==> config.mk <==
export PLATFORM = sky130hd
export DESIGN_NAME = emulador_de_teclado
export DESIGN_NICKNAME = d
export VERILOG_FILES = /design/src/rtl/emulador_de_teclado.sv
export SDC_FILE = /design/constraint.sdc
export NUM_CORES = 1
export LEC_CHECK = 0
export BUFFER_PORTS_ARGS = -buffer_cell sky130_fd_sc_hd__buf_2
export CORE_UTILIZATION = 59
export DETAILED_ROUTE_END_ITERATION = 12
export PLACE_DENSITY_LB_ADDON = 0.1
export SLEW_MARGIN = 20
export SYNTH_ARGS = -nofsm -noshare
export SYNTH_HDL_FRONTEND = slang
export SYNTH_SLANG_ARGS = --single-unit
==> constraint.sdc <==
create_clock -name clk -period 2.5 [get_ports clk]
set_input_delay 0.25 -clock clk [delete_from_list [all_inputs] [get_ports clk]]
set_output_delay 0.25 -clock clk [all_outputs]
set_load 0.03 [all_outputs]
==> src/rtl/emulador_de_teclado.sv <==
// Single-key 4x4 keypad emulator. It presents one key to a row-scanning
// keypad decoder: press chatter, a stable closed phase, release chatter and
// a quiet gap. The chatter is driven by an 8-bit LFSR.
`timescale 1ns/1ps
module emulador_de_teclado #(
  parameter int BOUNCE_CYCLES = 16,
  parameter int GAP_CYCLES    = 8
) (
  input  logic        clk,
  input  logic        rst,
  input  logic        cmd_valid,
  output logic        cmd_ready,
  input  logic [3:0]  cmd_tecla,
  input  logic [15:0] cmd_hold,
  input  logic [3:0]  lin_matriz,
  output logic [3:0]  col_matriz,
  output logic        busy,
  output logic        done
);

  typedef enum logic [2:0] {
    IDLE,
    PRESS_BOUNCE,
    HOLD,
    RELEASE_BOUNCE,
    GAP
  } state_t;

  // Last index of each timed phase; clamped so a zero-length phase stays in range.
  localparam logic [15:0] BOUNCE_LAST = 16'((BOUNCE_CYCLES > 0) ? BOUNCE_CYCLES - 1 : 0);
  localparam logic [15:0] GAP_LAST    = 16'((GAP_CYCLES > 0) ? GAP_CYCLES - 1 : 0);
  localparam logic [7:0]  LFSR_SEED   = 8'hA5;

  state_t      state_q, state_d;
  logic [7:0]  lfsr_q, lfsr_d;
  logic [3:0]  row_q, row_d;
  logic [3:0]  col_q, col_d;
  logic [15:0] cnt_q, cnt_d;
  logic [15:0] hold_q, hold_d;
  logic        done_q, done_d;

  logic [3:0]  key_row;
  logic [3:0]  key_col;
  logic [7:0]  lfsr_next;
  logic        contact;

  // Keypad layout: key value to its active-low (row, col) pair.
  always_comb begin
    key_row = 4'b1111;
    key_col = 4'b1111;
    case (cmd_tecla)
      4'h1: begin key_row = 4'b0111; key_col = 4'b0111; end
      4'h2: begin key_row = 4'b0111; key_col = 4'b1011; end
      4'h3: begin key_row = 4'b0111; key_col = 4'b1101; end
      4'hA: begin key_row = 4'b0111; key_col = 4'b1110; end
      4'h4: begin key_row = 4'b1011; key_col = 4'b0111; end
      4'h5: begin key_row = 4'b1011; key_col = 4'b1011; end
      4'h6: begin key_row = 4'b1011; key_col = 4'b1101; end
      4'hB: begin key_row = 4'b1011; key_col = 4'b1110; end
      4'h7: begin key_row = 4'b1101; key_col = 4'b0111; end
      4'h8: begin key_row = 4'b1101; key_col = 4'b1011; end
      4'h9: begin key_row = 4'b1101; key_col = 4'b1101; end
      4'hC: begin key_row = 4'b1101; key_col = 4'b1110; end
      4'hF: begin key_row = 4'b1110; key_col = 4'b0111; end
      4'h0: begin key_row = 4'b1110; key_col = 4'b1011; end
      4'hE: begin key_row = 4'b1110; key_col = 4'b1101; end
      default: begin key_row = 4'b1110; key_col = 4'b1110; end
    endcase
  end

  // Fibonacci LFSR x^8+x^6+x^5+x^4+1, shifting toward the MSB.
  assign lfsr_next = {lfsr_q[6:0], lfsr_q[7] ^ lfsr_q[5] ^ lfsr_q[4] ^ lfsr_q[3]};

  // Sequencer: phase timing, command capture and contact state.
  always_comb begin
    state_d = state_q;
    lfsr_d  = lfsr_q;
    row_d   = row_q;
    col_d   = col_q;
    cnt_d   = cnt_q;
    hold_d  = hold_q;
    done_d  = 1'b0;
    contact = 1'b0;
    case (state_q)
      IDLE: begin
        if (cmd_valid) begin
          row_d  = key_row;
          col_d  = key_col;
          hold_d = (cmd_hold == 16'd0) ? 16'd1 : cmd_hold;
          cnt_d  = 16'd0;
          state_d = (BOUNCE_CYCLES == 0) ? HOLD : PRESS_BOUNCE;
        end
      end
      PRESS_BOUNCE: begin
        contact = lfsr_q[0];
        lfsr_d  = lfsr_next;
        if (cnt_q == BOUNCE_LAST) begin
          cnt_d   = 16'd0;
          state_d = HOLD;
        end else begin
          cnt_d = cnt_q + 16'd1;
        end
      end
      HOLD: begin
        contact = 1'b1;
        if (hold_q == 16'd1) begin
          cnt_d = 16'd0;
          if (BOUNCE_CYCLES != 0) begin
            state_d = RELEASE_BOUNCE;
          end else if (GAP_CYCLES != 0) begin
            state_d = GAP;
          end else begin
            state_d = IDLE;
            done_d  = 1'b1;
          end
        end else begin
          hold_d = hold_q - 16'd1;
        end
      end
      RELEASE_BOUNCE: begin
        contact = lfsr_q[0];
        lfsr_d  = lfsr_next;
        if (cnt_q == BOUNCE_LAST) begin
          cnt_d = 16'd0;
          if (GAP_CYCLES != 0) begin
            state_d = GAP;
          end else begin
            state_d = IDLE;
            done_d  = 1'b1;
          end
        end else begin
          cnt_d = cnt_q + 16'd1;
        end
      end
      GAP: begin
        if (cnt_q == GAP_LAST) begin
          cnt_d   = 16'd0;
          state_d = IDLE;
          done_d  = 1'b1;
        end else begin
          cnt_d = cnt_q + 16'd1;
        end
      end
      default: begin
        state_d = IDLE;
      end
    endcase
  end

  // State registers; reset wins over any same-cycle handshake.
  always_ff @(posedge clk) begin
    if (rst) begin
      state_q <= IDLE;
      lfsr_q  <= LFSR_SEED;
      row_q   <= 4'b1111;
      col_q   <= 4'b1111;
      cnt_q   <= 16'd0;
      hold_q  <= 16'd0;
      done_q  <= 1'b0;
    end else begin
      state_q <= state_d;
      lfsr_q  <= lfsr_d;
      row_q   <= row_d;
      col_q   <= col_d;
      cnt_q   <= cnt_d;
      hold_q  <= hold_d;
      done_q  <= done_d;
    end
  end

  // Column sense follows the scanner's rows combinationally; any low row
  // matching the key's row closes the path.
  assign col_matriz = (contact && ((~lin_matriz & ~row_q) != 4'b0000)) ? col_q : 4'b1111;
  assign cmd_ready  = (state_q == IDLE);
  assign busy       = (state_q != IDLE);
  assign done       = done_q;

endmodule

==> impl_metrics.tcl <==
set metrics [dict create \
    outcome "complete, no violations" \
    fin_tns_setup_ns 0 \
    switching_share_pct 33.3 \
    io-pin-count 34 \
    synth.cell_area_um2 3060 \
    clock-sinks 52 \
    skew_ns 0.0147 \
    cts_root_buf "clkbuf_8" \
    drt_iter0_drc 295 \
    drv_slew 0 \
    finalCritPeriodShare_pct 94.1 \
    num-nets-final 451 \
    ir_drop_mv 0.348 \
    synth_nets 422 \
    ant_nets 0 \
    worst_slew_pin_slew_ns 0.830 \
    die_w_um 74.0 \
    synthCells 386 \
    dp.cells 475 \
    grtUsageMet2_pct 43.4 \
    avgViaCountPerCell 6.13 \
    die_h_um 74.0 \
    routed_wl_mm 7.14 \
    layout-drive-gt1-share_pct 17.1 \
    antenna_found_initial 0 \
    final_util_pct 69.5 \
    comb_power_share_pct 23.9 \
    worstSetupPathType "reg -> reg" \
    synth_area_leaders "dfxtp_1, nand2_1, a21oi_1" \
    synth_cell_types 58 \
    final_area_um2 3370 \
    stdcell_count 483 \
    post_cts_buffers 0 \
    p_leak_nw 1.40 \
    grt_overflow 0 \
    drt-pass1-iter-count 5 \
    crit_path_cell_trace "or4_4 > o41ai_2 > o31a_2 > nor3_1 > a211o_1" \
    synth_top_area_share_pct 34.0 \
    power.share.clock_pct 26.6 \
    fmax_mhz 425 \
    clkSlewWorstSetupHoldPaths_ns 0.11 \
    cpPeakStageDelay_ns 0.59 \
    cap_viol_max_count 0 \
    grt_pass1_wl_mm 12.2 \
    cp_max_fo 15 \
    path_delay_family "compound AO/OA/AOI/OAI gates" \
    vias 2959 \
    htreeDepth 2 \
    synth-seq-cells 52 \
    cts_tree "done" \
    clk_path_buf_depth 2 \
    grt_start_max_net_pins 33 \
    multiInputGateArea_um2 1860 \
    route.detailed.drc 0 \
    p_total_mw 1.92 \
    path_buf_inv 0 \
    cts_resized 0 \
    use_met3_pct 5.83 \
    seqCellArea_um2 1040 \
    place_congestion 0.878 \
    critPathRequiredTime_ns 2.71 \
    synthTopCellsByCount "dfxtp_1, nand2_1, a21oi_1, nor2_1, nor3_1" \
    grt_pass1_vias 2637 \
    hold_ws_ns 0.225 \
    grt_use_met1_pct 40.6 \
    period_minus_slack_ns 2.35 \
    power-per-cell-area_nw_per_um2 569 \
    clk_latency_ns 0.32 \
    yosys_warnings 0 \
    cp-start-kind "flop" \
    synth-seq-area-share_pct 34.0 \
    fill_cells 426 \
    worst_slack_ns 0.146 \
    async_flop_share_pct 0 \
    area_delta_synth_final_pct 10.3 \
    cts_hold_buffers 0 \
    start_util_pct 63.1 \
    dpl_cell_area_um2 3280 \
    slowest_stage "or4_4" \
    relSlewSlack_pct 44.4 \
    critPathArrivalTime_ns 2.56 \
    dp_slack_ns 0.180 \
    hold_viol 0 \
    cts_made_buffers 5 \
    ys.flop_type "dfxtp_1" \
    yosys.area.top_type "dfxtp_1" \
    place.detailed.hpwl_mm 5.09 \
    grt_setup_unrepaired "false" \
    endpoint_kind "flop" \
    p_int_mw 1.28 \
    min_path_type "in -> reg" \
    portBuffers 33 \
    wire_per_inst_um 14.8 \
    busiest_layer "met2" \
    synthMostInstantiatedCell "dfxtp_1" \
    syn_avg_cell_area_um2 7.92 \
    seqPwrFrac_pct 49.5 \
    rows 25 \
    grt_use_total_pct 28.2 \
    fp.coreArea_um2 4850 \
    die-area_um2 5470 \
    antenna-diode-count 0 \
    synth-edff-count 0 \
    setup_viol 0 \
    switchingPower_mw 0.639 \
]
flip-flops by register name (all words and copies together) (netlist names):
signal   flops
lfsr_q       8
row_q        4
cnt_q       16
done         1
state_q      3
hold_q      16
col_q        4
layer usage:
layer / vias to the layer above / wire, um
li1: 1489 / -
met1: 1388 / 3460
met2: 76 / 3310
met3: 6 / 315
met4: 0 / 55
met5: - / 0
kinds of logic after synthesis:
logic type | Yosys count | synth area share, %
AND/OR/NAND/NOR | 170 | 28.9
AO/OA/AOI/OAI | 116 | 25.7
flip-flops | 52 | 34.0
buffers and inverters | 32 | 5.61
adder cells (fa/ha/maj) | 9 | 3.68
XOR/XNOR | 6 | 1.72
multiplexers | 1 | 0.327
final timing paths:
path                     startpoint                 endpoint  slack, ns  depth (start not counted)
min reg2reg  lfsr_q[1]$_SDFFE_PP0P_   lfsr_q[1]$_SDFFE_PP0P_       0.46                          2
max reg2reg  cnt_q[12]$_SDFFE_PP0P_   cnt_q[10]$_SDFFE_PP0P_       0.15                          5
max          cnt_q[12]$_SDFFE_PP0P_   cnt_q[10]$_SDFFE_PP0P_       0.15                          5
min                       cmd_valid  state_q[0]$_SDFFE_PP0P_       0.23                          3
final cells by class:
cell class | instances | area share, %
multi-input cells | 302 | 55.0
flip-flops and latches | 52 | 30.9
repair buffers | 47 | 8.01
well taps | 67 | 2.49
clock buffers | 5 | 2.04
clock inverters | 3 | 0.779
inverters | 7 | 0.779
power by group through the flow:
stage,Combinational (mW),Clock (mW),Sequential [mW]
3_3_place_gp,0.443,0,0.967
2_1_floorplan,0.338,0,0.950
4_1_cts,0.454,0.517,0.950
3_5_place_dp,0.451,0,0.969
6_report,0.458,0.511,0.951
5_1_grt,0.517,0.546,0.962
worst register-to-register path, cell delays in order (launching register included):
cell and delay, ns:
dfxtp_1 0.38, or4_4 0.59, o41ai_2 0.46, o31a_2 0.43, nor3_1 0.10, a211o_1 0.29
layout by cell type, fill, tap and decap left out, types with 5 or more instances in the layout:
master and instances:
dfxtp_1 52, nand2_1 51, buf_2 33, a21oi_1 27, nor2_1 27, nor3_1 19
a211o_1 14, buf_4 14, o21ai_1 13, nor4_1 13, o21ai_0 13, nand3_1 12
ha_1 9, a211oi_1 8, inv_1 7, and3_1 7, nand4_1 6, a21o_1 6
or2_2 5, nor3b_1 5, nand3b_1 5, clkbuf_8 5
Note: power is estimated with default switching activity, not from simulation.
